==> config.mk <==
export PLATFORM = sky130hd
export DESIGN_NAME = word_serializer
export DESIGN_NICKNAME = d
export VERILOG_FILES = /design/src/rtl/word_serializer.sv
export SDC_FILE = /design/constraint.sdc
export NUM_CORES = 1
export LEC_CHECK = 0
export CAP_MARGIN = 10
export CORE_UTILIZATION = 30
export DETAILED_ROUTE_END_ITERATION = 10
export GPL_ROUTABILITY_DRIVEN = 0
export SYNTH_ARGS = -nofsm -noshare
export SYNTH_HDL_FRONTEND = slang
export SYNTH_SLANG_ARGS = --single-unit
==> constraint.sdc <==
create_clock -name clk -period 7.42 [get_ports clk]
set_input_delay 1.113 -clock clk [delete_from_list [all_inputs] [get_ports clk]]
set_output_delay 1.113 -clock clk [all_outputs]
set_load 0.01 [all_outputs]
==> src/rtl/word_serializer.sv <==
// word_serializer: accepts one WIDTH-bit word on a valid/ready handshake and
// shifts it out LSB first on a valid/ready serial port, one bit per cycle.
// The population count of the most recently captured word is reported on ones.
// Optional feature macro: WORD_SERIALIZER_PARITY_EN appends an even-parity bit
// (XOR of the captured word) after the data bits; ser_last then marks only
// the parity bit.

module word_serializer #(
    parameter int unsigned WIDTH = 8,
    localparam int unsigned CNT_W = $clog2(WIDTH + 1)
) (
    input  logic             clk,
    input  logic             rst,
    input  logic             in_valid,
    output logic             in_ready,
    input  logic [WIDTH-1:0] in_data,
    output logic             ser_valid,
    input  logic             ser_ready,
    output logic             ser_bit,
    output logic             ser_last,
    output logic [CNT_W-1:0] ones,
    output logic             busy
);

    localparam logic [0:0] IDLE  = 1'b0;
    localparam logic [0:0] SHIFT = 1'b1;

`ifdef WORD_SERIALIZER_PARITY_EN
    localparam int unsigned FRAME_LEN = WIDTH + 1;
`else
    localparam int unsigned FRAME_LEN = WIDTH;
`endif

    localparam logic [CNT_W-1:0] LAST_IDX = CNT_W'(FRAME_LEN - 1);

    logic [0:0]       state_q, state_d;
    logic [WIDTH-1:0] shreg_q, shreg_d;
    logic [WIDTH-1:0] word_q, word_d;
    logic [CNT_W-1:0] idx_q, idx_d;
    logic             ser_valid_q, ser_valid_d;
    logic             ser_bit_q, ser_bit_d;
    logic             ser_last_q, ser_last_d;
    logic [WIDTH-1:0] tap_word;
    logic [CNT_W-1:0] ones_cnt;
    logic             xfer;

    // Debug taps: one wire per captured word bit, held until the next capture.
    for (genvar g = 0; g < WIDTH; g++) begin : tap
        wire b;
        assign b           = word_q[g];
        assign tap_word[g] = b;
    end

    // Population count of the captured word; it changes on the capture edge.
    always_comb begin
        ones_cnt = '0;
        for (int i = 0; i < WIDTH; i++) begin
            ones_cnt = ones_cnt + CNT_W'(tap_word[i]);
        end
    end

    assign xfer = ser_valid_q && ser_ready;

    // Next-state logic for the frame FSM, shift register and serial outputs.
    always_comb begin
        state_d     = state_q;
        shreg_d     = shreg_q;
        word_d      = word_q;
        idx_d       = idx_q;
        ser_valid_d = ser_valid_q;
        ser_bit_d   = ser_bit_q;
        ser_last_d  = ser_last_q;

        case (state_q)
            IDLE: begin
                if (in_valid) begin
                    state_d     = SHIFT;
                    shreg_d     = in_data;
                    word_d      = in_data;
                    idx_d       = '0;
                    ser_valid_d = 1'b1;
                    ser_bit_d   = in_data[0];
                    ser_last_d  = 1'b0;
                end
            end
            SHIFT: begin
                if (xfer) begin
                    shreg_d = {1'b0, shreg_q[WIDTH-1:1]};
`ifdef WORD_SERIALIZER_PARITY_EN
                    // After the last data bit, the parity bit takes bit 0.
                    if (idx_q == CNT_W'(WIDTH - 1)) begin
                        shreg_d[0] = ^tap_word;
                    end
`endif
                    if (idx_q == LAST_IDX) begin
                        state_d     = IDLE;
                        ser_valid_d = 1'b0;
                        ser_bit_d   = 1'b0;
                        ser_last_d  = 1'b0;
                    end else begin
                        idx_d      = idx_q + CNT_W'(1);
                        ser_bit_d  = shreg_d[0];
                        ser_last_d = (idx_d == LAST_IDX);
                    end
                end
            end
            default: begin
                state_d     = IDLE;
                ser_valid_d = 1'b0;
            end
        endcase
    end

    // State registers with synchronous reset; reset abandons any frame.
    always_ff @(posedge clk) begin
        if (rst) begin
            state_q     <= IDLE;
            shreg_q     <= '0;
            word_q      <= '0;
            idx_q       <= '0;
            ser_valid_q <= 1'b0;
            ser_bit_q   <= 1'b0;
            ser_last_q  <= 1'b0;
        end else begin
            state_q     <= state_d;
            shreg_q     <= shreg_d;
            word_q      <= word_d;
            idx_q       <= idx_d;
            ser_valid_q <= ser_valid_d;
            ser_bit_q   <= ser_bit_d;
            ser_last_q  <= ser_last_d;
        end
    end

    // Output decode: handshake flags from state, serial outputs from registers.
    always_comb begin
        in_ready  = (state_q == IDLE);
        busy      = (state_q == SHIFT);
        ser_valid = ser_valid_q;
        ser_bit   = ser_bit_q;
        ser_last  = ser_last_q;
        ones      = ones_cnt;
    end

endmodule

-- After elaboration in Yosys (flattened, before gate mapping)
Cells that the tools add are included.
Widths: inputs -> output; s select.
- bits in registers: 24
- input port bits: 12
- word-level logic and storage cells: 50
- $add $sub $neg: 8
- eq/ne operators: 6
- mux-type cells: 23
- bitwise gates (word level): 1
- reduce and logical (&&, ||, !) cells: 5
- operators by type and width (cell ; number):
    $add 4x1->4 ; 4
    $mux 8 ; 2
    $pmux 8 s2 ; 1
    $mux 1 ; 12
    $mux 4 ; 3
    $eq 4x3->1 const B ; 2
    $pmux 1 s2 ; 4
    $pmux 4 s2 ; 1
    $reduce_and 3->1 ; 2
    $add 3x1->4 ; 1
    $add 4x1->4 const B ; 1
    $ne 2x1->1 const B ; 2
    $ne 2x2->1 const B ; 2
    $reduce_and 2->1 ; 2
    $add 2x1->3 ; 1
    $add 1x1->2 ; 1
    $logic_and 1x1->1 ; 1
    $not 1->1 ; 1

-- Logic depth before layout (Yosys ltp)
Gate-level depths: netlist of the first run.
- depth in word-level cells: 7
- gate-level depth with buffers: 9
- depth with buffers taken out: 9

-- Worst setup path after synthesis of the first run
Ideal clock, no wire load.
- kind: reg-to-output
- start point: register word_q[0], in the netlist tap_word[0]
- end point: output ones[2]
- data arrival time: 2.613 ns
- path slack: 3.694 ns
- cell stages (with the launch flop): 10
- buffers on the path: 0
- cells stage by stage: dfxtp_1 > fa_1 > inv_1 > fa_1 > fa_1 > inv_1 > ha_1 > inv_1 > fa_1 > xnor2_1
- cells in the longest elaborated chain, start to end: 7
- RTL lines (item ; line ; source):
    start, declared ; 38 ; logic [WIDTH-1:0] word_q, word_d;
    start signal, assigned ; 127 ; word_q <= word_d;
    $add 1x1->2 ; 58 ; ones_cnt = ones_cnt + CNT_W'(tap_word[i]);
    $add 2x1->3 ; 58 ;
    $add 3x1->4 ; 58 ;
    $add 4x1->4 (4 in a row) ; 58 ;
    end, declared ; 21 ; output logic [CNT_W-1:0] ones,
Every way passes these cells.

-- Worst setup path after layout of the first run
Same ends and word-level chain as after synthesis.

==> impl_metrics.ini, run 1 <==
[setup_path]
worstSetupStartpointType = flop
r2r_cells = 3
cp_slowest_cell = clkdlybuf4s50_1
worst_r2r_endpoint = idx_q[3]
rrSetupSlack_ps = 5200
path_common_cell = fa_1
critical_path_class = reg2out
slowest_delay_ps = 550
path_cells = fa_1 -> inv_1 -> fa_1 -> fa_1 -> inv_1 -> ha_1 -> inv_1 -> fa_1 -> xnor2_1 -> clkdlybuf4s50_1
r2r_start = busy
cp_data_arrival_time_ps = 3420
crit_fanout = 2
critPathCaptureType = output pin
required_ps = 6310

[cts]
insertion_delay_ps = 270
clock_sinks = 23
clk_transition_reported_paths_ps = 80
ctsHoldBuffers = 0
h-tree-depth = 1
clock_path_buffers = 2
cts_root_buf = clkbuf_8
post_cts_buffers = 0
cts_resized = 0
cts_buffers = 3
cts_tree = built

[worst_hold_path]
hold_end = tap_word[7]
hold_path_startpoint = tap_word[7]
min_path_cells = 2
hold_class = reg2reg

[timing]
relSlewSlack_pct = 27.1
setup_viol = 0
final.min_clock_period_ps = 4540
drv_slew = 0
whs_ps = 462
worstMarginPinSlew_ps = 1090
finalCritPeriodShare_pct = 61.1
setup_tns_ps = 0
finalClockSkew_ps = 2.37
fmax_mhz = 220
final_hold_viol_count = 0
timing.final.ws_setup_ps = 2880
rsz0062_at_grt = false

[placed_design]
placed_area_sq_um = 1400
post-place-ws_ps = 3140
detailed_place_hpwl_microns = 1880
io_buffers = 20

[synth]
ys_top_cells_by_area = dfxtp_1 (39%), fa_1 (6.8%), nand2_1 (6.7%)
syn_avg_cell_area_sq_um = 8.71
yosysTopAreaCellShare_pct = 39.1
syn_area_sq_um = 1180
ys_ff_latch = 23
yosys.area.top_type = dfxtp_1
ys_async_sr_fraction_pct = 0
synth_nets = 156
synthFlopType = dfxtp_1
ys_warn_count = 0
syn_inst = 135
ys_types = 28
synth_edf_count = 0
ys_seq_area_share_pct = 39.1

[routing]
avgViaCountPerCell = 4.91
drc = 0
drtPass1Iterations = 4
drtAntennaViolNets = 0
wire_per_inst_microns = 13.2
num_vias = 977
wl_microns = 2630
initialDrtViolationCount = 34

[floorplan]
die_w_microns = 64.6
placementRows = 22
core_sq_um = 3720
dieArea_sq_um = 4180
fp.dieH_microns = 64.6
start_util_pct = 31.6
ios = 21

[cells_and_area]
layout_common_cells = dfxtp_1 (23), nand2_1 (21), clkdlybuf4s50_1 (20)
fin_area_sq_um = 1440
final_nets = 173
area_growth_pct = 22.6
fin_util_pct = 38.8
drive_above_1_share_pct = 3.31
final_common_cell = dfxtp_1
n_antenna_cell = 0

[global_route]
grt_pass1_vias = 978
grt-ovfl-total = 0
grt_start_max_net_pins = 26
antenna_found_initial = 0
grt_use_total_pct = 13.9
grt_pass1_wl_microns = 4490

[power_and_ir_drop]
vdd_drop_max_mv = 0.0947
p_per_area_nw_per_um2 = 191
leakage_nw = 0.553

[flow_run]
maxCapViolCount = 0

[status]
status = finished clean
## critical path: cells and delay by family (launching register included)
family	cells	cell delay, ps
adder cells (fa/ha/maj)	5	1950
buffers and inverters	4	730
flip-flops	1	330
XOR/XNOR	1	150
## state kept, by name (all words and copies together), names as in the netlist
name	count
busy	1
idx_q	4
ser_bit	1
ser_last	1
ser_valid	1
shreg_q	7
tap_word	8
## synthesized netlist by cell type (2+ instances only)
cell	count
nor2b_1	3
inv_1	14
a211oi_1	6
a21oi_1	15
fa_1	4
nor3_1	7
nand2_1	21
nand3_1	4
o211ai_1	3
buf_2	3
o21ai_0	2
xnor2_1	2
ha_1	5
or3_1	2
buf_4	2
clkbuf_1	3
mux2i_1	6
dfxtp_1	23
## final cells by class
cell class	count	area, sq um
fillers	372	2270
multi-input cells	90	622
flip-flops and latches	23	460
repair buffers	20	200
well taps	48	60.1
inverters	14	52.6
clock buffers	3	41.3
clock inverters	1	5.00
## logic make-up after synthesis
kind of cell,after synthesis,synth area share [%]
compound gates,29,15.3
fa+ha+maj,9,12.1
simple gates,43,18.1
flops,23,39.1
xor+xnor,3,2.23
mux,6,5.11
buf+inv,22,7.98
## worst max-delay path by stage
| stage | cells after the start | endpoint | from | slack [ps] |
|---|---|---|---|---|
| 2_1_floorplan | 9 | ones[2] | tap_word[0] | 3690 |
| 3_3_place_gp | 10 | ones[2] | tap_word[0] | 3220 |
| 3_5_place_dp | 10 | ones[2] | tap_word[0] | 3140 |
| 4_1_cts | 10 | ones[2] | tap_word[0] | 2840 |
| 5_1_grt | 10 | ones[2] | tap_word[0] | 2770 |
| 6_report | 10 | ones[2] | tap_word[0] | 2880 |
## stage by stage
stage | power [mW] | std cells
after floorplan | 0.175 | 135
after global placement | 0.198 | 195
after detailed placement | 0.201 | 195
after CTS | 0.280 | 199
after global routing | 0.289 | 199
final | 0.275 | 199
## metal layers
metal	vias up	wire, microns	GRT usage (%)
li1	490	-	-
met1	461	1240	17.0
met2	24	1290	24.3
met3	2	89	3.35
met4	0	12	3.33
met5	-	0	0
## report_power, final
group          internal (mW)  switching (mW)  leakage (nW)
sequential             0.131         0.00717         0.189
clock                 0.0375          0.0407        0.0255
combinational         0.0300          0.0285         0.339
Note: power is estimated with default switching activity, not from simulation.
==> run 2: changes to the inputs <==
==> constraint.sdc (replaced) <==
create_clock -name clk -period 4.2 [get_ports clk]
set_input_delay 0.63 -clock clk [delete_from_list [all_inputs] [get_ports clk]]
set_output_delay 0.63 -clock clk [all_outputs]
set_load 0.01 [all_outputs]
==> impl_metrics.ini, run 2 (same netlist as run 1, synthesis figures left out) <==
[timing]
final_hold_viol_count = 0
relSlewSlack_pct = 27.2
rsz0062_at_grt = false
setup_tns_ps = 0
setup_viol = 0
final.min_clock_period_ps = 4050
finalClockSkew_ps = 7.77
finalCritPeriodShare_pct = 96.5
worstMarginPinSlew_ps = 1090
fmax_mhz = 247
drv_slew = 0

[floorplan]
start_util_pct = 31.6
dieArea_sq_um = 4180
ios = 21
fp.dieH_microns = 64.6
placementRows = 22
core_sq_um = 3720
die_w_microns = 64.6

[setup_path]
path_cells = fa_1 -> inv_1 -> fa_1 -> fa_1 -> inv_1 -> ha_1 -> inv_1 -> fa_1 -> xnor2_1 -> clkdlybuf4s50_1
slowest_delay_ps = 550
required_ps = 3570
crit_fanout = 2
critPathCaptureType = output pin
r2r_start = busy
r2r_cells = 3
critical_path_class = reg2out
path_common_cell = fa_1
crit_buf_inv = 4
critPathLaunch = tap_word[0]
worstSetupStartpointType = flop
worst-path-stages = 10
cp_slowest_cell = clkdlybuf4s50_1
cp_data_arrival_time_ps = 3420
crit_family = adder cells

[cts]
h-tree-depth = 1
clock_sinks = 23
post_cts_buffers = 0
insertion_delay_ps = 270
clock_path_buffers = 2
cts_tree = built
cts_buffers = 3
cts_root_buf = clkbuf_8
ctsHoldBuffers = 0
clk_transition_reported_paths_ps = 80
cts_resized = 0

[power_and_ir_drop]
vdd_drop_max_mv = 0.170
p_per_area_nw_per_um2 = 338
leakage_nw = 0.550
power_uw = 487

[status]
status = finished clean

[cells_and_area]
largest_reg_flops = 8
drive_above_1_share_pct = 2.65
fin_util_pct = 38.8
final_nets = 173
fin_area_sq_um = 1440
multiInputGateArea_sq_um = 622
regArea_sq_um = 460
area_growth_pct = 22.4
final_common_cell = dfxtp_1
layout_common_cells = dfxtp_1 (23), nand2_1 (21), clkdlybuf4s50_1 (20)
fillerInstances = 390
n_antenna_cell = 0

[routing]
wire_per_inst_microns = 13.3
num_vias = 978
drtAntennaViolNets = 0
initialDrtViolationCount = 19
drtPass1Iterations = 4
wl_microns = 2640
drc = 0
avgViaCountPerCell = 4.91

[worst_hold_path]
hold_path_startpoint = tap_word[6]
hold_class = reg2reg
min_path_cells = 2

[global_route]
antenna_found_initial = 0
grt_use_total_pct = 14.2
grt_pass1_wl_microns = 4520
grt-ovfl-total = 0
grt_start_max_net_pins = 26
grt_pass1_vias = 992

[flow_run]
maxCapViolCount = 0

[placed_design]
placed_area_sq_um = 1400
io_buffers = 20
detailed_place_hpwl_microns = 1900
[run 2: cell type report]
| class | instances | area share [%] |
|---|---|---|
| multi-input cells | 90 | 43.2 |
| flip-flops and latches | 23 | 32.0 |
| repair buffers | 20 | 13.9 |
| well taps | 48 | 4.17 |
| inverters | 14 | 3.65 |
| clock buffers | 4 | 3.13 |
[run 2: stage by stage]
stage | worst slack, ps | cells | hold slack, ps
floorplan | 957 | 135 | 436
global placement | 485 | 195 | 445
finish | 147 | 199 | 461
CTS | 107 | 199 | 459
global route | 34.1 | 199 | 485
detailed placement | 400 | 195 | 447
[run 2: power breakdown]
part           leakage, nW  total (mW)  internal [mW]  switching (mW)
clock network       0.0228       0.140         0.0679          0.0720
logic                0.339       0.103         0.0530          0.0504
registers            0.189       0.244          0.232          0.0124
total                0.550       0.487          0.353           0.135
[run 2: final timing paths]
kind	endpoint	slack, ps
hold / removal	tap_word[6]	460
setup reg to reg	idx_q[3]	2040
hold reg to reg	tap_word[6]	460
setup / recovery	ones[2]	150
[run 2: worst min-delay path, delay by kind of cell (launching register included)]
family             cells  cell delay (ps)
and+or+nand+nor        1               50
AOI/OAI and AO/OA      1               50
DFF                    1              320
[run 2: metal layers]
| layer | track usage, % | up-vias | share of wire, % |
|---|---|---|---|
| li1 | - | 491 | - |
| met1 | 16.6 | 467 | 47 |
| met2 | 24.3 | 16 | 49 |
| met3 | 3.35 | 4 | 2.8 |
| met4 | 6.39 | 0 | 1.4 |
| met5 | 0 | - | 0 |
==> run 3: changes to the inputs <==
--- a/config.mk
+++ b/config.mk
@@ -9,6 +9,7 @@
 export CORE_UTILIZATION = 30
 export DETAILED_ROUTE_END_ITERATION = 10
 export GPL_ROUTABILITY_DRIVEN = 0
+export SLEW_MARGIN = 0
 export SYNTH_ARGS = -nofsm -noshare
 export SYNTH_HDL_FRONTEND = slang
 export SYNTH_SLANG_ARGS = --single-unit
==> results of run 3 <==
No change in the layout: final DEF, timing and power equal those of run 2.
